File: src/rtl/rs_scheduler_pkg.sv
// rs_scheduler_pkg: channel codes and per-channel grant type shared by the RS scheduler
package rs_scheduler_pkg;
  localparam int CH_W = 2;
  localparam int RS_IDX_W = 3;
  typedef enum logic [CH_W-1:0] {CH_ALU, CH_MULT, CH_LOAD, CH_STORE} channel_e;
  typedef struct packed {
    logic                valid;
    logic [RS_IDX_W-1:0] idx;
  } grant_t;
endpackage

File: src/rtl/rs_age_picker.sv
// rs_age_picker: grants the candidate that no other candidate is older than
module rs_age_picker #(
  parameter int RS_LEN = 8,
  parameter int IDX_W  = $clog2(RS_LEN)
) (
  input  logic [RS_LEN-1:0]             cand,
  input  logic [RS_LEN-1:0][RS_LEN-1:0] older,
  output logic [RS_LEN-1:0]             grant,
  output logic [IDX_W-1:0]              idx
);
  for (genvar i = 0; i < RS_LEN; i++) begin : g_ent
    logic [RS_LEN-1:0] col;
    for (genvar j = 0; j < RS_LEN; j++) begin : g_col
      assign col[j] = older[j][i];
    end
    assign grant[i] = cand[i] & ~|(cand & col);
  end
  always_comb begin
    idx = '0;
    for (int i = 0; i < RS_LEN; i++) idx |= grant[i] ? IDX_W'(i) : '0;
  end
endmodule

File: src/rtl/rs_scheduler.sv
// rs_scheduler: RS entry allocation and oldest-ready issue selection per FU channel
module rs_scheduler
  import rs_scheduler_pkg::*;
#(
  parameter int RS_LEN = 8,
  parameter int N_CH   = 4,
  parameter int IDX_W  = $clog2(RS_LEN)
) (
  input  logic                             clock,
  input  logic                             reset_n,
  input  logic                             squash,
  input  logic                             dispatch_valid,
  output logic                             dispatch_ready,
  output logic [RS_LEN-1:0]                entry_wr_en,
  input  logic [RS_LEN-1:0]                entry_busy,
  input  logic [RS_LEN-1:0]                entry_ready,
  input  logic [RS_LEN-1:0][CH_W-1:0]      entry_channel,
  input  logic [N_CH-1:0]                  fu_ready,
  output logic [N_CH-1:0]                  grant_valid,
  output logic [N_CH-1:0][IDX_W-1:0]       grant_idx,
  output logic [RS_LEN-1:0]                entry_clear,
  output logic [N_CH-1:0]                  issue_valid_q,
  output logic [N_CH-1:0][IDX_W-1:0]       issue_idx_q,
  output logic [IDX_W:0]                   occupancy
);
  logic [IDX_W-1:0]              alloc_ptr_q, alloc_ptr_d, pick;
  logic [RS_LEN-1:0][RS_LEN-1:0] older_q, older_d;
  logic [IDX_W:0]                occ_q, occ_d, n_clr;
  logic [N_CH-1:0]               issue_valid_d;
  logic [N_CH-1:0][IDX_W-1:0]    issue_idx_d;
  logic [N_CH-1:0][RS_LEN-1:0]   cand, grant;
  logic [RS_LEN-1:0]             free;
  logic                          fire;
  assign free = ~entry_busy;
  // scan downwards so the free entry closest to alloc_ptr wins
  always_comb begin
    pick = '0;
    for (int k = RS_LEN - 1; k >= 0; k--)
      if (free[alloc_ptr_q + IDX_W'(k)]) pick = alloc_ptr_q + IDX_W'(k);
  end
  assign dispatch_ready = |free && !squash;
  assign fire           = dispatch_valid && dispatch_ready;
  assign entry_wr_en    = fire ? RS_LEN'(1) << pick : '0;
  for (genvar c = 0; c < N_CH; c++) begin : g_ch
    for (genvar i = 0; i < RS_LEN; i++) begin : g_cand
      assign cand[c][i] = entry_busy[i] && entry_ready[i] && entry_channel[i] == CH_W'(c) &&
                          fu_ready[c] && !squash;
    end
    rs_age_picker #(.RS_LEN(RS_LEN), .IDX_W(IDX_W)) u_pick (
      .cand  (cand[c]),
      .older (older_q),
      .grant (grant[c]),
      .idx   (grant_idx[c])
    );
    assign grant_valid[c] = |grant[c];
  end
  always_comb begin
    entry_clear = '0;
    n_clr       = '0;
    for (int c = 0; c < N_CH; c++) entry_clear |= grant[c];
    for (int i = 0; i < RS_LEN; i++) n_clr += (IDX_W+1)'(entry_clear[i]);
  end
  // a new entry is younger than everything; stale rows of free entries never matter
  always_comb begin
    older_d = older_q;
    if (squash) older_d = '0;
    else if (fire)
      for (int j = 0; j < RS_LEN; j++) begin
        older_d[pick][j] = 1'b0;
        older_d[j][pick] = IDX_W'(j) != pick;
      end
  end
  assign alloc_ptr_d   = squash ? '0 : fire ? pick + IDX_W'(1) : alloc_ptr_q;
  assign occ_d         = squash ? '0 : occ_q + (IDX_W+1)'(fire) - n_clr;
  assign issue_valid_d = grant_valid;
  assign issue_idx_d   = grant_idx;
  assign occupancy     = occ_q;
  always_ff @(posedge clock or negedge reset_n) begin
    if (!reset_n) begin
      alloc_ptr_q   <= '0;
      older_q       <= '0;
      occ_q         <= '0;
      issue_valid_q <= '0;
      issue_idx_q   <= '0;
    end else begin
      alloc_ptr_q   <= alloc_ptr_d;
      older_q       <= older_d;
      occ_q         <= occ_d;
      issue_valid_q <= issue_valid_d;
      issue_idx_q   <= issue_idx_d;
    end
  end
endmodule

File: config.mk
export PLATFORM = sky130hd
export DESIGN_NAME = rs_scheduler
export DESIGN_NICKNAME = d
export VERILOG_FILES = /design/src/rtl/rs_scheduler_pkg.sv /design/src/rtl/rs_age_picker.sv /design/src/rtl/rs_scheduler.sv
export SDC_FILE = /design/constraint.sdc
export NUM_CORES = 1
export LEC_CHECK = 0
export CAP_MARGIN = 20
export CORE_MARGIN = 8
export CORE_UTILIZATION = 55
export CTS_BUF_LIST = sky130_fd_sc_hd__clkbuf_16
export DETAILED_ROUTE_END_ITERATION = 8
export HOLD_SLACK_MARGIN = 0.05
export PLACE_DENSITY = 0.84
export SLEW_MARGIN = 20
export SYNTH_ARGS = -nofsm -noshare
export SYNTH_HDL_FRONTEND = slang
export SYNTH_HIERARCHICAL = 1
export SYNTH_SLANG_ARGS = --single-unit
File: constraint.sdc
create_clock -name clock -period 17.2 [get_ports clock]
set_input_delay 5.16 -clock clock [delete_from_list [all_inputs] [get_ports clock]]
set_output_delay 5.16 -clock clock [all_outputs]
set_load 0.02 [all_outputs]
==> impl_metrics.tcl, run 1 <==
set metrics [dict create \
    status "finished, final reports clean" \
    fin_nets 912 \
    cts_tree "built" \
    start_kind "primary input" \
    synth_top_area_cell "dfrtp_1" \
    max_freq_mhz 68.8 \
    p_leak_nw 3.30 \
    finalSetupViolations 0 \
    skew_ns 0.00951 \
    yosys_warnings 6 \
    crit_type "primary input to primary output" \
    min_from "older_q[13]$_DFFE_PN0P_" \
    synth_area_um2 7110 \
    cts_hold_buf 0 \
    path_clk_slew_ns 0.07 \
    core.rowCount 41 \
    gp_congestion 1.03 \
    ant_nets 0 \
    dp_slack_ns 2.81 \
    top_level_ports 93 \
    nFillCells 1078 \
    drt-total-wl_mm 25.3 \
    worstSetupEndpointType "primary output" \
    gr-total-overflow 0 \
    cts_buffers 9 \
    setup_tns_ns 0 \
    yosysSeqAreaShare_pct 30.6 \
    cts.sinks 87 \
    post-dp-hpwl_mm 19.2 \
    final_max_slew_viol_count 0 \
    ys.flop_type "dfrtp_1" \
    synth-seq-cells 87 \
    syn_nets 859 \
    final_cell_mix "nand2_1 (92), clkdlybuf4s50_1 (91), dfrtp_1 (87)" \
    cp_slowest_stage_delay_ns 0.91 \
    setup_ws_ns 2.66 \
    startpoint "squash" \
    drc 0 \
    antenna_cells 0 \
    first_iter_violations 1138 \
    syn_inst 798 \
    synth_edf_count 0 \
    min_period_over_period_pct 84.5 \
    cp_max_fo 36 \
    critical_path.slowest_cell "nor4_2" \
    htree_num_levels 3 \
    hold_viol_final 0 \
    areaGrowthSynthToFinish_pct 15.2 \
    ys_types 75 \
    synth_area_per_cell_um2 8.91 \
    antenna_found_initial 0 \
    grt_start_max_net_pins 88 \
    first_global_vias 6936 \
    final_layout_size_suffix_gt1_share_pct 12.7 \
    cts_root_buffer "clkbuf_16" \
    dr.pass1.iters 7 \
    p_per_area_nw_per_um2 143 \
    chipHeight_um 130 \
    finalNonFillerCells 1028 \
    netlist.area_leader.share_pct 30.6 \
    final_common_cell "nand2_1" \
    grt_pass1_wl_mm 38.8 \
    routed_via_density 7.01 \
    cts_setup_buffers 0 \
    cp.arrival_ns 9.38 \
    dp_cells 1012 \
    async_reset_ff_share_pct 100 \
    die_w_um 130 \
    vias 7211 \
    synth_area_leaders "dfrtp_1 (31%), a22oi_1 (8.9%), nand2_1 (4.9%)" \
    tightest_slew_ns 1.12 \
    core_area_um2 12600 \
    cp.required_ns 12.04 \
    maxSlewHeadroom_pct 24.5 \
    fin_crit_ns 14.54 \
    ir_worst_vdd_v 0.000162 \
    rsz0062_at_grt "no" \
    reg2reg_slack_ns 11.90 \
    wl_per_cell_um 24.6 \
    start_util_pct 56.3 \
    portBuffers 92 \
    path_cells "clkdlybuf4s50_1, buf_4, inv_2, nand2_1, nor4_2, a22oi_1, nand4_2, inv_1, nor4_1, inv_1, clkdlybuf4s50_1" \
    grt_usage_pct 30.1 \
    reg2reg_from "alloc_ptr_q[1]$_DFFE_PN0P_" \
    clockBufferDepth 2 \
    cts_resized 0 \
    hp-class "register to register" \
    insertion_delay_ns 0.36 \
    die_area_um2 16800 \
    maxCapViolCount 0 \
]
-- cells in the mapped netlist (all sizes together) (16+ instances only) --
library cell  number
a211oi            23
o21ai             22
a22oi             93
nand3             21
nor3              22
clkbuf            16
nor2              56
a21oi             16
dfrtp             87
inv               75
nand4             21
nor4              27
buf               48
nand2             92
-- state kept, by name (all words and copies together), names as in the netlist --
name           count
older_q           64
alloc_ptr_q        3
issue_idx_q       12
issue_valid_q      4
occupancy          4
-- through the flow --
step / utilization [%] / hold WS, ns / area [um^2] / power (mW)
after floorplan: - / 0.508 / 7110 / 0.774
after global placement: 62.3 / 0.566 / 7870 / 0.934
after detailed placement: 62.4 / 0.574 / 7880 / 0.947
after CTS: 64.8 / 0.586 / 8180 / 1.15
after global routing: 64.9 / 0.599 / 8190 / 1.23
final: 64.9 / 0.589 / 8190 / 1.17
-- kinds of logic after synthesis --
logic type	after synthesis	share of synthesized area [%]
AOI/OAI and AO/OA	226	24.4
xor gates and xnor gates	10	1.23
DFF	87	30.6
muxes	29	7.02
buffers and inverters	141	11.1
adders and majority gates	21	4.33
and+or+nand+nor	284	21.3
-- routing by layer --
layer | up-vias | global-route usage [%] | routed length [um]
li1 | 3090 | - | -
met1 | 3413 | 37.1 | 9130
met2 | 594 | 47.3 | 11500
met3 | 112 | 9.38 | 3480
met4 | 2 | 13.8 | 1130
met5 | - | 0.926 | 11
-- layout make-up --
class	count	area, um^2	share of cell area [%]
clock buffers	9	225	2.75
clock inverters	7	76.3	0.932
inverters	77	293	3.57
multi-input cells	570	4180	51.0
flip-flops and latches	87	2180	26.6
well taps	172	215	2.63
repair buffers	106	1030	12.5
-- final timing paths --
| kind | to | cells after the start |
|---|---|---|
| setup / recovery | entry_clear[6] | 11 |
| hold / removal | older_q[13]$_DFFE_PN0P_ | 2 |
| setup reg to reg | older_q[26]$_DFFE_PN0P_ | 11 |
| hold reg to reg | older_q[13]$_DFFE_PN0P_ | 2 |
| max in group asynchronous | older_q[56]$_DFFE_PN0P_ | 1 |
| min in group asynchronous | older_q[35]$_DFFE_PN0P_ | 1 |
-- worst max-delay path: cells and delay by family --
family	cells	cell delay (ns)
and+or+nand+nor	4	1.99
AOI/OAI and AO/OA	1	0.27
buffers and inverters	6	1.94
-- where the power goes --
group          internal [mW]  switching [mW]  total, mW
clock                  0.103          0.0944      0.198
sequential             0.258           0.115      0.373
combinational          0.224           0.372      0.597
total                  0.585           0.582       1.17
(Power assumes the default switching activity.)
==> run 2: changes to the inputs <==
- clock period: 17.2 -> 15.2 ns (I/O delays scaled with it)
==> impl_metrics.tcl, run 2 (synthesis results as in run 1) <==
set metrics [dict create \
    cp_max_fo 20 \
    p_clk_share_pct 15.6 \
    grt_usage_pct 30.8 \
    dr.pass1.iters 7 \
    worstRegToRegCells 11 \
    skew_ns 0.00870 \
    grt_start_max_net_pins 66 \
    first_global_vias 7176 \
    intPower_mw 0.655 \
    min_path_cells 2 \
    status "finished, final reports clean" \
    largest_reg_flops 64 \
    tightest_slew_ns 1.17 \
    cp.required_ns 10.64 \
    wl_per_cell_um 24.9 \
    setup_tns_ns 0 \
    multiInputGateArea_um2 4150 \
    final_cell_mix "nand2_1 (92), clkdlybuf4s50_1 (91), dfrtp_1 (87)" \
    finalSetupViolations 0 \
    p_per_area_nw_per_um2 160 \
    max_freq_mhz 75.2 \
    insertion_delay_ns 0.35 \
    final_common_cell "nand2_1" \
    areaGrowthSynthToFinish_pct 14.8 \
    post-dp-hpwl_mm 19.5 \
    worstSetupEndpointType "primary output" \
    portBuffers 92 \
    final_layout_size_suffix_gt1_share_pct 12.3 \
    gr-total-overflow 0 \
    p_comb_share_pct 51.8 \
    maxSlewHeadroom_pct 21.7 \
    p_leak_nw 3.30 \
    fin_nets 917 \
    die_area_um2 16800 \
    maxCapViolCount 0 \
    antenna_cells 0 \
    rsz0062_at_grt "no" \
    dp_slack_ns 1.93 \
    crit_type "primary input to primary output" \
    cp.arrival_ns 8.73 \
    antenna_found_initial 0 \
    min_from "older_q[14]$_DFFE_PN0P_" \
    fin_crit_ns 13.29 \
    max_flop_register "older_q" \
    cts_hold_buf 0 \
    cts_resized 0 \
    drt-total-wl_mm 25.7 \
    setup_ws_ns 1.91 \
    gp_congestion 1.03 \
    start_util_pct 56.3 \
    reg_top3 "older_q x64, issue_idx_q x12" \
    path_clk_slew_ns 0.06 \
    cts_tree "built" \
    cts_buffers 9 \
    core_area_um2 12600 \
    first_iter_violations 1226 \
    reg2reg_slack_ns 9.94 \
    rr_endpoint "older_q[27]$_DFFE_PN0P_" \
    vias 7256 \
    final_max_slew_viol_count 0 \
    htree_num_levels 3 \
    hp-class "register to register" \
    cts_root_buffer "clkbuf_16" \
    seqCellArea_um2 2180 \
    routed_via_density 7.03 \
    hold_end "older_q[14]$_DFFE_PN0P_" \
    chipHeight_um 130 \
    hold_viol_final 0 \
    seqPwrFrac_pct 32.6 \
    power_switching_mw 0.649 \
    start_kind "primary input" \
    grt_pass1_wl_mm 39.9 \
    cts.sinks 87 \
    clockBufferDepth 2 \
    ant_nets 0 \
    drc 0 \
    min_period_over_period_pct 87.5 \
    reg2reg_from "alloc_ptr_q[1]$_DFFE_PN0P_" \
    top_level_ports 93 \
    die_w_um 130 \
    cts_setup_buffers 0 \
    switching_share_pct 49.8 \
    nFillCells 1094 \
    ir_worst_vdd_v 0.000159 \
    core.rowCount 41 \
]
## run 2: how the worst max path moves through the flow
stage                              from              to  slack [ns]  cells past startpoint
after global routing             squash  entry_clear[0]        1.57                     10
after global placement    entry_busy[3]  entry_wr_en[1]        1.99                     10
after floorplan           entry_busy[7]  entry_wr_en[7]        3.25                     11
after detailed placement         squash  entry_clear[1]        1.93                     11
after CTS                        squash  entry_clear[1]        1.90                     11
final                     entry_busy[2]  entry_wr_en[1]        1.91                     10
## run 2: per-layer routing
metal / GRT usage (%) / share of wire, % / up-vias / wire, um
li1: - / - / 3092 / -
met1: 38.1 / 36 / 3427 / 9350
met2: 48.3 / 45 / 618 / 11700
met3: 9.18 / 14 / 119 / 3550
met4: 15.3 / 4.4 / 0 / 1120
met5: 0 / 0 / - / 0
## run 2: per-stage QoR
stage / util, % / std cells / cell area [um^2] / power [mW] / hold slack (ns)
after floorplan: - / 798 / 7110 / 0.876 / 0.508
after detailed placement: 62.5 / 1017 / 7890 / 1.08 / 0.577
final: 64.7 / 1032 / 8160 / 1.30 / 0.597
after global routing: 64.7 / 1032 / 8160 / 1.37 / 0.614
after global placement: 62.5 / 1017 / 7890 / 1.07 / 0.568
after CTS: 64.6 / 1032 / 8150 / 1.28 / 0.587
## run 2: power by group through the flow
| stage | logic [mW] | clock network (mW) | registers (mW) |
|---|---|---|---|
| 3_3_place_gp | 0.653 | 0 | 0.417 |
| 3_5_place_dp | 0.661 | 0 | 0.417 |
| 6_report | 0.675 | 0.203 | 0.426 |
| 5_1_grt | 0.732 | 0.215 | 0.427 |
| 4_1_cts | 0.666 | 0.205 | 0.413 |
| 2_1_floorplan | 0.515 | 0 | 0.361 |
## run 2: cell type report
class,instances,share of cell area [%]
Tap cell,172,2.64
Clock buffer,9,2.76
Sequential cell,87,26.7
Clock inverter,6,0.460
Inverter,77,3.59
Timing Repair Buffer,111,13.0
Multi-Input combinational cell,570,50.9
## run 2: worst max-delay path: stages
cell and delay (ns):
clkdlybuf4s50_1 0.71, mux4_2 0.40, nand2_1 0.07, mux4_2 0.49, a211oi_1 0.23, a21o_1 0.55, clkinv_2 0.48, ha_1 0.49
and3_1 0.21, clkdlybuf4s50_1 0.53
==> run 3: changes to the inputs <==
- ABC_AREA: not set -> 1
- HOLD_SLACK_MARGIN: 0.05 -> 0.12
- PLACE_DENSITY: 0.84 -> 0.79
==> impl_metrics.tcl, run 3 <==
set metrics [dict create \
    synth_top_family_by_area "simple AND/OR/NAND/NOR gates" \
    yosysSeqAreaShare_pct 28.4 \
    cts_hold_buf 0 \
    globalRouteMet2Util_pct 46.7 \
    multiInputGateArea_um2 4460 \
    p_leak_nw 4.95 \
    ys_types 40 \
    core.rowCount 43 \
    cts.sinks 87 \
    post-dp-hpwl_mm 20.8 \
    yosys_warnings 6 \
    globalRouteMet1Util_pct 39.1 \
    portBuffers 92 \
    hp-class "register to register" \
    finalPower_mw 1.38 \
    first_global_vias 7894 \
    synth_area_leaders "nand2_1 (30%), dfrtp_1 (28%), inv_1 (7.6%)" \
    first_iter_violations 906 \
    clockBufferDepth 2 \
    chipHeight_um 134 \
    drc 0 \
    fin_nets 1398 \
    finalNonFillerCells 1522 \
    gp_congestion 0.987 \
    largest_reg_flops 64 \
    gr-total-overflow 0 \
    ir_worst_vdd_v 0.000220 \
    max_flop_register "older_q" \
    netlist.area_leader.share_pct 30.3 \
    synth_area_um2 7670 \
    top_level_ports 93 \
    max_freq_mhz 77.4 \
    dp_slack_ns 2.42 \
    setup_ws_ns 2.28 \
    setup_tns_ns 0 \
    maxSlewHeadroom_pct 23.3 \
    vias 8456 \
    status "finished, final reports clean" \
    start_kind "primary input" \
    p_per_area_nw_per_um2 157 \
    start_util_pct 55.7 \
    synth_compound_area_share_pct 2.61 \
    wl_per_cell_um 17.6 \
    maxCapViolCount 0 \
    cp_max_fo 18 \
    synth_xor_area_share_pct 0.881 \
    nFillCells 1337 \
    synth_area_per_cell_um2 6.06 \
    cts_root_buffer "clkbuf_16" \
    antenna_cells 0 \
    hold_ws_ns 0.578 \
    skew_ns 0.00860 \
    reg_top3 "older_q x64, issue_idx_q x12" \
    insertion_delay_ns 0.36 \
    hold_viol_final 0 \
    synth_edf_count 0 \
    async_reset_ff_share_pct 100 \
    fin_area_um2 8840 \
    utilization_pct 64.2 \
    core_area_um2 13800 \
    worstSetupEndpointType "primary output" \
    ant_nets 0 \
    die_area_um2 18000 \
    final_max_slew_viol_count 0 \
    areaGrowthSynthToFinish_pct 15.2 \
    synth_top_area_cell "nand2_1" \
    path_clk_slew_ns 0.08 \
    place_area_um2 8500 \
    dp_cells 1505 \
    synth-seq-cells 87 \
    ys.flop_type "dfrtp_1" \
    syn_nets 1326 \
    top_usage_layer "met2" \
    synth.most_common_cell "nand2_1" \
    final_common_cell "nand2_1" \
    drt-total-wl_mm 26.8 \
    cts_buffers 9 \
    cts_tree "built" \
    grt_pass1_wl_mm 42.1 \
    synth-simple-area-share_pct 49.8 \
    antenna_found_initial 0 \
    synth.area.mux_share_pct 0 \
    syn_inst 1265 \
    min_period_over_period_pct 85.0 \
    crit_type "primary input to primary output" \
    seqCellArea_um2 2180 \
    cts_setup_buffers 0 \
    die_w_um 134 \
    rsz0062_at_grt "no" \
    use_met3_pct 4.71 \
    cp.arrival_ns 8.36 \
    tightest_slew_ns 1.14 \
    synthTopCellsByCount "nand2_1 (619), inv_1 (155), nand3_1 (100)" \
    final_layout_size_suffix_gt1_share_pct 6.93 \
    grt_start_max_net_pins 68 \
    finalSetupViolations 0 \
    routed_via_density 5.56 \
    grt_usage_pct 29.7 \
    htree_num_levels 3 \
    synthAdderAreaFrac_pct 4.01 \
    cts_resized 0 \
    fin_crit_ns 12.92 \
    dr.pass1.iters 6 \
    cp.required_ns 10.64 \
    final_cell_mix "nand2_1 (619), inv_1 (155), nand3_1 (100)" \
]
## run 3: cell count changes in the layout (fill, tap and decap cells not counted), moves of 9 or more
cell | before | now
a22oi_1 | 84 | 1
nor2_1 | 55 | 79
mux4_2 | 15 | 0
inv_1 | 61 | 155
a211oi_1 | 23 | 0
nand2_1 | 92 | 619
nand3_1 | 20 | 100
nand2_2 | 0 | 14
o21ai_0 | 20 | 5
nand4b_1 | 12 | 0
nor2_2 | 0 | 9
## run 3: worst paths after layout
check	depth (start not counted)	slack [ns]	endpoint	start
max	10	2.28	entry_clear[0]	squash
min	2	0.58	older_q[18]$_DFFE_PN0P_	older_q[18]$_DFFE_PN0P_
min in group asynchronous	1	4.07	occupancy[1]$_DFF_PN0_	reset_n
min reg2reg	2	0.58	older_q[18]$_DFFE_PN0P_	older_q[18]$_DFFE_PN0P_
max in group asynchronous	2	9.98	older_q[49]$_DFFE_PN0P_	reset_n
max reg2reg	15	10.87	occupancy[3]$_DFF_PN0_	older_q[16]$_DFFE_PN0P_
## run 3: critical path: stages
cell and delay [ns]:
clkdlybuf4s50_1 0.58, inv_2 0.30, nand2_1 0.28, nor3_1 0.95, nand2_1 0.13, nand4_1 0.13, nor3_1 0.07, nor4_1 0.70
inv_1 0.09, clkdlybuf4s50_1 0.57
## run 3: per-layer routing
layer	vias to the layer above	part of all wire, %
met1	3817	40
li1	4021	-
met5	-	0
met4	0	4.0
met2	536	44
met3	82	11
## run 3: where the power goes
part	switching, mW	total [mW]	internal [mW]
Clock	0.114	0.229	0.116
Sequential	0.125	0.416	0.290
Combinational	0.511	0.738	0.228
## run 3: logic make-up after synthesis
| logic type | count (synthesis) |
|---|---|
| simple gates | 901 |
| fa+ha+maj | 21 |
| flops | 87 |
| compound gates | 34 |
| xor+xnor | 6 |
| buf+inv | 216 |
## run 3: layout make-up
cell class	instances	share of cell area, %
flip-flops and latches	87	24.6
multi-input cells	962	50.4
clock inverters	7	0.850
well taps	180	2.55
clock buffers	9	2.55
inverters	168	7.19
repair buffers	109	11.8
